## src/rtl/itcm_arb_if.sv

```systemverilog
// Bus bundle between the two ITCM requesters (IF/EX), the arbiter and the single-port RAM.
// The master modport is the requester/RAM side; the slave modport is the arbiter.
interface itcm_arb_if #(
  parameter int unsigned ADDR_WIDTH = 32,
  parameter int unsigned DATA_WIDTH = 32
);
  logic                    if_req_i;
  logic [ADDR_WIDTH-1:0]   if_addr_i;
  logic                    if_gnt_o;
  logic                    if_rvalid_o;
  logic [DATA_WIDTH-1:0]   if_rdata_o;

  logic                    ex_req_i;
  logic                    ex_we_i;
  logic [ADDR_WIDTH-1:0]   ex_addr_i;
  logic [DATA_WIDTH-1:0]   ex_wdata_i;
  logic [DATA_WIDTH/8-1:0] ex_wmask_i;
  logic                    ex_gnt_o;
  logic                    ex_rvalid_o;
  logic [DATA_WIDTH-1:0]   ex_rdata_o;

  logic                    ram_ce_o;
  logic                    ram_we_o;
  logic [DATA_WIDTH/8-1:0] ram_wmask_o;
  logic [ADDR_WIDTH-1:0]   ram_addr_o;
  logic [DATA_WIDTH-1:0]   ram_wdata_o;
  logic [DATA_WIDTH-1:0]   ram_rdata_i;

  logic                    hold_flag_o;

  modport slave (
    input  if_req_i, if_addr_i,
    output if_gnt_o, if_rvalid_o, if_rdata_o,
    input  ex_req_i, ex_we_i, ex_addr_i, ex_wdata_i, ex_wmask_i,
    output ex_gnt_o, ex_rvalid_o, ex_rdata_o,
    output ram_ce_o, ram_we_o, ram_wmask_o, ram_addr_o, ram_wdata_o,
    input  ram_rdata_i,
    output hold_flag_o
  );

  modport master (
    output if_req_i, if_addr_i,
    input  if_gnt_o, if_rvalid_o, if_rdata_o,
    output ex_req_i, ex_we_i, ex_addr_i, ex_wdata_i, ex_wmask_i,
    input  ex_gnt_o, ex_rvalid_o, ex_rdata_o,
    input  ram_ce_o, ram_we_o, ram_wmask_o, ram_addr_o, ram_wdata_o,
    output ram_rdata_i,
    input  hold_flag_o
  );
endinterface

```

## src/rtl/itcm_arb.sv

```systemverilog
// ITCM arbiter: combinational EX-over-IF grant onto a 1-cycle-latency single-port RAM.
// Define ITCM_ARB_STARVE_EN to build the IF starvation guard (STARVE_LIMIT EX grants max).
module itcm_arb #(
  parameter int unsigned ADDR_WIDTH   = 32,
  parameter int unsigned DATA_WIDTH   = 32,
  parameter int unsigned STARVE_LIMIT = 4
) (
  input logic        clk,
  input logic        rst,
  itcm_arb_if.slave  bus
);
  localparam logic [DATA_WIDTH-1:0] Nop = DATA_WIDTH'(32'h0000_0013);

  typedef enum logic [1:0] {StNone, StIfRd, StExRd} state_e;

  state_e                  state_q;
  logic                    if_rvalid_q;
  logic                    ex_rvalid_q;
  logic                    force_if;
  logic                    if_gnt;
  logic                    ex_gnt;
  logic [ADDR_WIDTH-1:0]   addr_sel;
  logic [DATA_WIDTH/8-1:0] wmask_sel;

`ifdef ITCM_ARB_STARVE_EN
  localparam int unsigned CntW = (STARVE_LIMIT < 1) ? 1 : $clog2(STARVE_LIMIT + 1);

  logic [CntW-1:0] starve_cnt_q;

  assign force_if = bus.if_req_i && (starve_cnt_q == CntW'(STARVE_LIMIT));

  // Counts EX wins while IF is waiting; the forced IF grant clears it.
  always_ff @(posedge clk or posedge rst) begin
    if (rst) begin
      starve_cnt_q <= '0;
    end else if (if_gnt || !bus.if_req_i) begin
      starve_cnt_q <= '0;
    end else if (ex_gnt) begin
      starve_cnt_q <= starve_cnt_q + 1'b1;
    end
  end
`else
  assign force_if = 1'b0;
`endif

  always_comb begin
    if_gnt    = bus.if_req_i && (!bus.ex_req_i || force_if);
    ex_gnt    = bus.ex_req_i && !force_if;
    addr_sel  = ex_gnt ? bus.ex_addr_i : bus.if_addr_i;
    wmask_sel = (ex_gnt && bus.ex_we_i) ? bus.ex_wmask_i : '0;
  end

  assign bus.if_gnt_o    = if_gnt;
  assign bus.ex_gnt_o    = ex_gnt;
  assign bus.hold_flag_o = bus.if_req_i && !if_gnt;

  assign bus.ram_ce_o    = if_gnt || ex_gnt;
  assign bus.ram_we_o    = ex_gnt && bus.ex_we_i;
  assign bus.ram_wmask_o = wmask_sel;
  assign bus.ram_addr_o  = addr_sel;
  assign bus.ram_wdata_o = bus.ex_wdata_i;

  // Return owner tracks who the RAM read data belongs to on the following cycle.
  always_ff @(posedge clk or posedge rst) begin
    if (rst) begin
      state_q     <= StNone;
      if_rvalid_q <= 1'b0;
      ex_rvalid_q <= 1'b0;
    end else if (if_gnt) begin
      state_q     <= StIfRd;
      if_rvalid_q <= 1'b1;
      ex_rvalid_q <= 1'b0;
    end else if (ex_gnt && !bus.ex_we_i) begin
      state_q     <= StExRd;
      if_rvalid_q <= 1'b0;
      ex_rvalid_q <= 1'b1;
    end else begin
      state_q     <= StNone;
      if_rvalid_q <= 1'b0;
      ex_rvalid_q <= 1'b0;
    end
  end

  assign bus.if_rvalid_o = if_rvalid_q;
  assign bus.ex_rvalid_o = ex_rvalid_q;
  assign bus.if_rdata_o  = (state_q == StIfRd) ? bus.ram_rdata_i : Nop;
  assign bus.ex_rdata_o  = (state_q == StExRd) ? bus.ram_rdata_i : '0;

endmodule
```

## src/flat_wrapper.sv

```systemverilog
// flat-port wrapper written by rule: the top's interface ports become plain ports
module itcm_arb_flat 
#(
  parameter int unsigned ADDR_WIDTH   = 32,
  parameter int unsigned DATA_WIDTH   = 32,
  parameter int unsigned STARVE_LIMIT = 4
)
  (clk, rst, bus_if_req_i, bus_if_addr_i, bus_if_gnt_o, bus_if_rvalid_o, bus_if_rdata_o, bus_ex_req_i, bus_ex_we_i, bus_ex_addr_i, bus_ex_wdata_i, bus_ex_wmask_i, bus_ex_gnt_o, bus_ex_rvalid_o, bus_ex_rdata_o, bus_ram_ce_o, bus_ram_we_o, bus_ram_wmask_o, bus_ram_addr_o, bus_ram_wdata_o, bus_ram_rdata_i, bus_hold_flag_o);
  itcm_arb_if #(.ADDR_WIDTH(ADDR_WIDTH), .DATA_WIDTH(DATA_WIDTH)) bus_i ();
  input logic clk;
  input logic rst;
  input wire logic [$bits(bus_i.if_req_i)-1:0] bus_if_req_i;
  input wire logic [$bits(bus_i.if_addr_i)-1:0] bus_if_addr_i;
  output wire logic [$bits(bus_i.if_gnt_o)-1:0] bus_if_gnt_o;
  output wire logic [$bits(bus_i.if_rvalid_o)-1:0] bus_if_rvalid_o;
  output wire logic [$bits(bus_i.if_rdata_o)-1:0] bus_if_rdata_o;
  input wire logic [$bits(bus_i.ex_req_i)-1:0] bus_ex_req_i;
  input wire logic [$bits(bus_i.ex_we_i)-1:0] bus_ex_we_i;
  input wire logic [$bits(bus_i.ex_addr_i)-1:0] bus_ex_addr_i;
  input wire logic [$bits(bus_i.ex_wdata_i)-1:0] bus_ex_wdata_i;
  input wire logic [$bits(bus_i.ex_wmask_i)-1:0] bus_ex_wmask_i;
  output wire logic [$bits(bus_i.ex_gnt_o)-1:0] bus_ex_gnt_o;
  output wire logic [$bits(bus_i.ex_rvalid_o)-1:0] bus_ex_rvalid_o;
  output wire logic [$bits(bus_i.ex_rdata_o)-1:0] bus_ex_rdata_o;
  output wire logic [$bits(bus_i.ram_ce_o)-1:0] bus_ram_ce_o;
  output wire logic [$bits(bus_i.ram_we_o)-1:0] bus_ram_we_o;
  output wire logic [$bits(bus_i.ram_wmask_o)-1:0] bus_ram_wmask_o;
  output wire logic [$bits(bus_i.ram_addr_o)-1:0] bus_ram_addr_o;
  output wire logic [$bits(bus_i.ram_wdata_o)-1:0] bus_ram_wdata_o;
  input wire logic [$bits(bus_i.ram_rdata_i)-1:0] bus_ram_rdata_i;
  output wire logic [$bits(bus_i.hold_flag_o)-1:0] bus_hold_flag_o;
  assign bus_i.if_req_i = bus_if_req_i;
  assign bus_i.if_addr_i = bus_if_addr_i;
  assign bus_if_gnt_o = bus_i.if_gnt_o;
  assign bus_if_rvalid_o = bus_i.if_rvalid_o;
  assign bus_if_rdata_o = bus_i.if_rdata_o;
  assign bus_i.ex_req_i = bus_ex_req_i;
  assign bus_i.ex_we_i = bus_ex_we_i;
  assign bus_i.ex_addr_i = bus_ex_addr_i;
  assign bus_i.ex_wdata_i = bus_ex_wdata_i;
  assign bus_i.ex_wmask_i = bus_ex_wmask_i;
  assign bus_ex_gnt_o = bus_i.ex_gnt_o;
  assign bus_ex_rvalid_o = bus_i.ex_rvalid_o;
  assign bus_ex_rdata_o = bus_i.ex_rdata_o;
  assign bus_ram_ce_o = bus_i.ram_ce_o;
  assign bus_ram_we_o = bus_i.ram_we_o;
  assign bus_ram_wmask_o = bus_i.ram_wmask_o;
  assign bus_ram_addr_o = bus_i.ram_addr_o;
  assign bus_ram_wdata_o = bus_i.ram_wdata_o;
  assign bus_i.ram_rdata_i = bus_ram_rdata_i;
  assign bus_hold_flag_o = bus_i.hold_flag_o;
  itcm_arb #(.ADDR_WIDTH(ADDR_WIDTH), .DATA_WIDTH(DATA_WIDTH), .STARVE_LIMIT(STARVE_LIMIT)) u_core (.clk(clk), .rst(rst), .bus(bus_i));
endmodule
```

## config.mk

```make
export PLATFORM = sky130hd
export DESIGN_NAME = itcm_arb_flat
export DESIGN_NICKNAME = d
export VERILOG_FILES = /design/src/rtl/itcm_arb_if.sv /design/src/rtl/itcm_arb.sv /design/src/flat_wrapper.sv
export SDC_FILE = /design/constraint.sdc
export NUM_CORES = 1
export LEC_CHECK = 0
export ABC_AREA = 1
export CAP_MARGIN = 0
export CORE_AREA = 2 2 108 110
export CTS_CLUSTER_SIZE = 24
export DETAILED_ROUTE_END_ITERATION = 16
export DIE_AREA = 0 0 110 112
export DONT_BUFFER_PORTS = 1
export SLEW_MARGIN = 10
export SYNTH_ARGS = -nofsm -noshare
export SYNTH_HDL_FRONTEND = slang
export SYNTH_SLANG_ARGS = --single-unit
```

## constraint.sdc

```tcl
create_clock -name clk -period 1.3 [get_ports clk]
set_clock_uncertainty 0.1 [all_clocks]
set_input_delay 0.325 -clock clk [delete_from_list [all_inputs] [get_ports clk]]
set_output_delay 0.325 -clock clk [all_outputs]
set_load 0.02 [all_outputs]
```

==> results of run 1 <==
worst min path at each step:
stage / startpoint / end / slack, ns
2_1_floorplan: rst / u_core.state_q[0] / -0.03
3_3_place_gp: rst / u_core.state_q[0] / -0.01
3_5_place_dp: rst / u_core.state_q[0] / -0.02
4_1_cts: bus_ex_we_i / u_core.bus.ex_rvalid_o / 0.1
5_1_grt: bus_ex_we_i / u_core.bus.ex_rvalid_o / 0.10
6_report: bus_ex_we_i / u_core.bus.ex_rvalid_o / 0.09
worst max-delay path: cells and delay by family (launching register included):
family        cells  cell delay (ns)
flops             1             0.39
buf+inv           3             0.38
simple gates      2             0.23
routing by layer:
layer | routed length (um) | share of wire, % | up-vias
li1 | - | - | 724
met1 | 1750 | 29 | 663
met2 | 3380 | 56 | 190
met3 | 822 | 14 | 5
met4 | 47 | 0.78 | 0
met5 | 0 | 0 | -
state kept, by name (all words and copies together) (netlist names):
name / cells
u_core.state_q: 1
u_core.bus.ex_rvalid_o: 1
power breakdown:
part	switching [mW]	internal [mW]	total, mW
Combinational	0.542	0.287	0.829
Clock	0.0781	0.404	0.482
Sequential	0.00408	0.0665	0.0706
Total	0.624	0.757	1.38
cells by family after synthesis:
family	after synthesis	synth area share (%)
and+or+nand+nor	172	53.5
buffers and inverters	89	42.4
DFF	2	4.15
placed cells by master, fill, tap and decap left out, drive strengths merged:
master / count
nand2: 105
nor2: 68
buf: 45
inv: 43
clkbuf: 8
dfrtp: 2
dlygate4sd3: 1
synth_stat cells:
library cell,count
sky130_fd_sc_hd__nor2_1,68
sky130_fd_sc_hd__buf_2,7
sky130_fd_sc_hd__inv_2,1
sky130_fd_sc_hd__dfrtp_1,2
sky130_fd_sc_hd__buf_6,6
sky130_fd_sc_hd__inv_1,42
sky130_fd_sc_hd__buf_4,33
sky130_fd_sc_hd__nand2_1,104
cell type report:
type                            instances  area, um^2  share of cell area [%]
Tap cell                              143         179                    8.07
Multi-Input combinational cell        173        1100                    49.7
Timing Repair Buffer                   50         639                    28.8
Inverter                               43         166                    7.51
Clock buffer                            4        78.8                    3.56
Sequential cell                         2        52.6                    2.37
metrics by stage:
| step | cells | hold WS [ns] | utilization (%) |
|---|---|---|---|
| 6_report | 415 | 0.0877 | 19.8 |
| 3_5_place_dp | 401 | -0.0168 | 16.4 |
| 4_1_cts | 409 | 0.0956 | 18.0 |
| 3_3_place_gp | 401 | -0.0145 | 16.4 |
| 5_1_grt | 415 | 0.101 | 19.8 |
| 2_1_floorplan | 263 | -0.0339 | - |
repair_timing:
action                                  4_1_cts  5_1_grt
resized for setup                            13       26
pin swaps                                     6        5
buffers inserted                              2        1
endpoints found under the hold margin         2        0
cloned                                        1        5
hold buffers                                  1        0
endpoints found under the setup margin       65       75
==> results.cfg, run 1 <==
[run_status]
status = finished, violations left
failed_checks = negative setup slack

[floorplan]
fp.dieArea_um2 = 12300
core-area_um2 = 11200
start_util_pct = 10.8
die_w_um = 110
num_rows = 39
chipHeight_um = 112
pin_count = 276

[timing]
maxSlewHeadroom_pct = 82.6
post_layout_min_period_ns = 1.65
setup_viol = 66
post-route-worst-setup-slack_ns = -0.349
setup_tns_ns = -19.78
maxSlewViolCount = 0
tightest_slew_ns = 0.260
rsz0062_at_grt = yes
timing_hold_violations_final = 0
peak_freq_ghz = 0.606
fin_crit_sh_pct = 127

[route]
drt_pass1_iterations = 4
wirelength_um = 6010
via_per_inst = 3.81
route.detailed.drc = 0
routed-via-count = 1582
wl_per_instance_um = 14.5
drt_first_iter_violations = 27
ant_nets = 0

[critical_path]
crit_path_start_kind = register
crit_start = u_core.bus.ex_rvalid_o
cells_traversed_along_the_worst_timing_path = inv_2, nand2_4, clkbuf_16, buf_12, nor2_4
worstSetupEndpoint = bus_if_rdata_o[11]
critical_path_peak_fanout = 5
critical_path_class = reg2out
cp_slowest_cell = sky130_fd_sc_hd__dfrtp_2
crit_path_max_incr_delay_ns = 0.39
worstPathArrival_ns = 1.22
worst-endpoint-required_ns = 0.88
critical_path_endpoint_category = output port

[placed_design]
dpl_cell_area_um2 = 1840
io_buffer_count = 0
place_ws_ns = -0.164
gp_routability_congestion = 0.746
hpwl_um = 4770

[yosys]
synth.yosys.seq_area_share_pct = 4.15
yosys.area.top_type_share_pct = 32.3
synth.distinct_cells = 8
ys_warn_count = 0
syn_area_um2 = 1210
syn-mean-instance-area_um2 = 4.59
yosysTopAreaCell = sky130_fd_sc_hd__nand2_1
synthesis.instances = 263
postSynthRegisterBits = 2
synth.top_cells.by_area = sky130_fd_sc_hd__nand2_1, sky130_fd_sc_hd__nor2_1, sky130_fd_sc_hd__buf_4
synthesis.nets = 400

[finish]
fin_nets = 410
fill_cells = 1232
stdcell_area_um2 = 2220
diode_count = 0
area_growth_syn_to_layout_pct = 83.6
final_layout_size_suffix_gt1_share_pct = 45.6

[global_routing]
pin_count_of_the_biggest_net_entering_global_routing = 38
wire_length_of_the_first_global_routing_pass_um = 6840
antenna_violations_before_repair = 0
global_route.usage.met1_pct = 6.55
gr-usage-met2_pct = 15.4
grt-ovfl-total = 0
gr-max-usage-layer = met2
grt_pass1_vias = 1278
gr-usage-all-layers_pct = 7.65
m3_gr_usage_pct = 3.34

[power]
irDropWorstVdd_mv = 0.236
power.static_leakage_nw = 1.11
power_density_nw_per_um2 = 623
totalPowerFinal_mw = 1.38

[clock_tree]
clkSlewWorstSetupHoldPaths_ns = 0.03
cts_max_level = 1
clock-sinks = 2
cts-root-to-sink-buffers = 2
cts_made_buffers = 3
cts_root_buf = sky130_fd_sc_hd__clkbuf_16
cts_tree = built

[job]
maxCapViolCount = 0

[hold_path]
min_delay_path_depth = 1
worst_hold_path_type = in2reg
No activity file was read; power rests on OpenSTA's default activity.
==> run 2, diff against run 1 <==
- GPL_ROUTABILITY_DRIVEN: default -> 0
- clock period: 1.3 -> 1.7 ns (I/O delays scaled with it)
==> run 2 against run 1 <==
Against the previous run:
- the run still ends with negative setup slack left
- critical path depth did not move
- global-route usage up 0.92 points
- non-clock buffer count up 31
- final cell count rose by 7.0%
- flip-flop and latch count did not move
- core utilization rose by 0.81 points
- clock-buffer cell count fell by 1
- sequential share of layout area shrank 0.15 points
- power is 27% lower
- clock power is 27% lower
- critical path type unchanged
- critical endpoint is now bus_if_rdata_o[21]
- largest cell class unchanged
- largest power group unchanged
==> results.cfg, run 2 (synthesis results as in run 1) <==
[run_status]
status = finished, violations left
failed_checks = negative setup slack

[global_routing]
wire_length_of_the_first_global_routing_pass_um = 7390
pin_count_of_the_biggest_net_entering_global_routing = 38
antenna_violations_before_repair = 0
gr-usage-all-layers_pct = 8.57
grt_pass1_vias = 1368
grt-ovfl-total = 0

[timing]
fin_crit_sh_pct = 103
rsz0062_at_grt = yes
setup_viol = 51
timing_hold_violations_final = 0
peak_freq_ghz = 0.570
setup_tns_ns = -1.31
post-route-worst-setup-slack_ns = -0.0538
maxSlewHeadroom_pct = 74.7
hold_ws_ns = 0.194
tightest_slew_ns = 0.378
maxSlewViolCount = 0
post_layout_min_period_ns = 1.75

[route]
drt_first_iter_violations = 34
route.detailed.drc = 0
via_per_inst = 3.85
detailroute.wirelength.met2_um = 3600
wirelength_um = 6570
met3WireLength_um = 840
maxUsedRoutingLayer = met4
routed-via-count = 1709
wl_per_instance_um = 14.8
ant_nets = 0
wl_met1_um = 2040
drt_pass1_iterations = 4

[floorplan]
die_w_um = 110
num_rows = 39
pin_count = 276
fp.dieArea_um2 = 12300
chipHeight_um = 112
start_util_pct = 10.8
core-area_um2 = 11200

[placed_design]
placed_cells = 434
io_buffer_count = 0
place_ws_ns = 0.184
hpwl_um = 4960
dpl_cell_area_um2 = 1620

[finish]
top_library_cells_by_usage_in_the_layout_fill_and_taps_aside = sky130_fd_sc_hd__nand2_1, sky130_fd_sc_hd__buf_6, sky130_fd_sc_hd__inv_1
final_layout_size_suffix_gt1_share_pct = 46.5
area_growth_syn_to_layout_pct = 91.1
final_cell_count_no_fill = 444
most_common_cell_after_layout_fill_and_taps_aside = sky130_fd_sc_hd__nand2_1
stdcell_area_um2 = 2310
diode_count = 0
fin_nets = 440
final_core_utilization_pct = 20.6

[critical_path]
critical_path_class = reg2out
worstPathArrival_ns = 1.23
cells_traversed_along_the_worst_timing_path = inv_2, nand2_4, buf_4, nor2_1, buf_4
cp_slowest_cell = sky130_fd_sc_hd__dfrtp_2
crit_path_max_incr_delay_ns = 0.44
critical_path_peak_fanout = 5
worst-endpoint-required_ns = 1.17
critical_path_endpoint_category = output port
critical_path.most_common_cell = sky130_fd_sc_hd__buf_4
crit_path_start_kind = register

[clock_tree]
cts_root_buf = sky130_fd_sc_hd__clkbuf_16
cts-root-to-sink-buffers = 2
cts_made_buffers = 3
clkSlewWorstSetupHoldPaths_ns = 0.03
cts_tree = built
cts_max_level = 1
clock-sinks = 2

[hold_path]
worst_hold_path_type = in2reg

[power]
irDropWorstVdd_mv = 0.235
power_density_nw_per_um2 = 440
totalPowerFinal_mw = 1.02
power.static_leakage_nw = 1.24

[job]
maxCapViolCount = 0
==> run 2: cell count changes in the layout (fill, tap and decap cells not counted), moves of 3 or more <==
cell / previous run / this run
sky130_fd_sc_hd__buf_12: 11 / 2
sky130_fd_sc_hd__clkbuf_16: 7 / 4
sky130_fd_sc_hd__nor2_2: 5 / 14
sky130_fd_sc_hd__buf_4: 26 / 29
sky130_fd_sc_hd__nor2_4: 52 / 34
sky130_fd_sc_hd__nand2_1: 95 / 99
sky130_fd_sc_hd__nand2_2: 7 / 3
sky130_fd_sc_hd__nor2_1: 11 / 20
sky130_fd_sc_hd__buf_6: 5 / 44
==> run 2: layout make-up <==
type | instances | area, um^2
Fill cell | 1196 | 8870
Multi-Input combinational cell | 172 | 967
Timing Repair Buffer | 81 | 873
Tap cell | 143 | 179
Inverter | 43 | 161
Clock buffer | 3 | 75.1
Sequential cell | 2 | 51.3
==> run 2: per-layer routing <==
metal	vias to the layer above	track usage, %
li1	779	-
met1	735	6.84
met2	187	17.4
met3	8	4.04
met4	0	2.78
met5	-	0
==> run 2: worst paths after layout <==
kind	start	cells past startpoint	slack, ns	to
min in group asynchronous	rst	2	0.44	u_core.state_q[0]
max	u_core.bus.ex_rvalid_o	5	-0.05	bus_if_rdata_o[21]
min	bus_ex_we_i	1	0.19	u_core.bus.ex_rvalid_o
max in group asynchronous	rst	2	0.92	u_core.bus.ex_rvalid_o
==> run 2: worst max-delay path, delay by kind of cell (launching register included) <==
kind / cells / cell delay, ns
flip-flops: 1 / 0.44
buffers and inverters: 3 / 0.39
AND/OR/NAND/NOR: 2 / 0.16
==> run 2: where the power goes <==
group	total, mW	switching, mW	internal [mW]
registers	0.0544	0.00369	0.0507
logic	0.609	0.398	0.210
clock network	0.352	0.0530	0.299
total	1.02	0.455	0.560
==> run 2: what timing repair did <==
item                                   in CTS  in global routing
cloned                                      4                  1
endpoints found under the hold margin       2                  0
buffers inserted                            2                  0
setup endpoints to repair                  39                 64
hold buffers                                1                  0
pin swaps                                   1                  1
gates resized for setup                    56                 89
==> run 3, diff against run 2 <==
- GPL_TIMING_DRIVEN: default -> 1
==> results of run 3 <==
Final layout, timing and power as in run 2 (identical DEF).
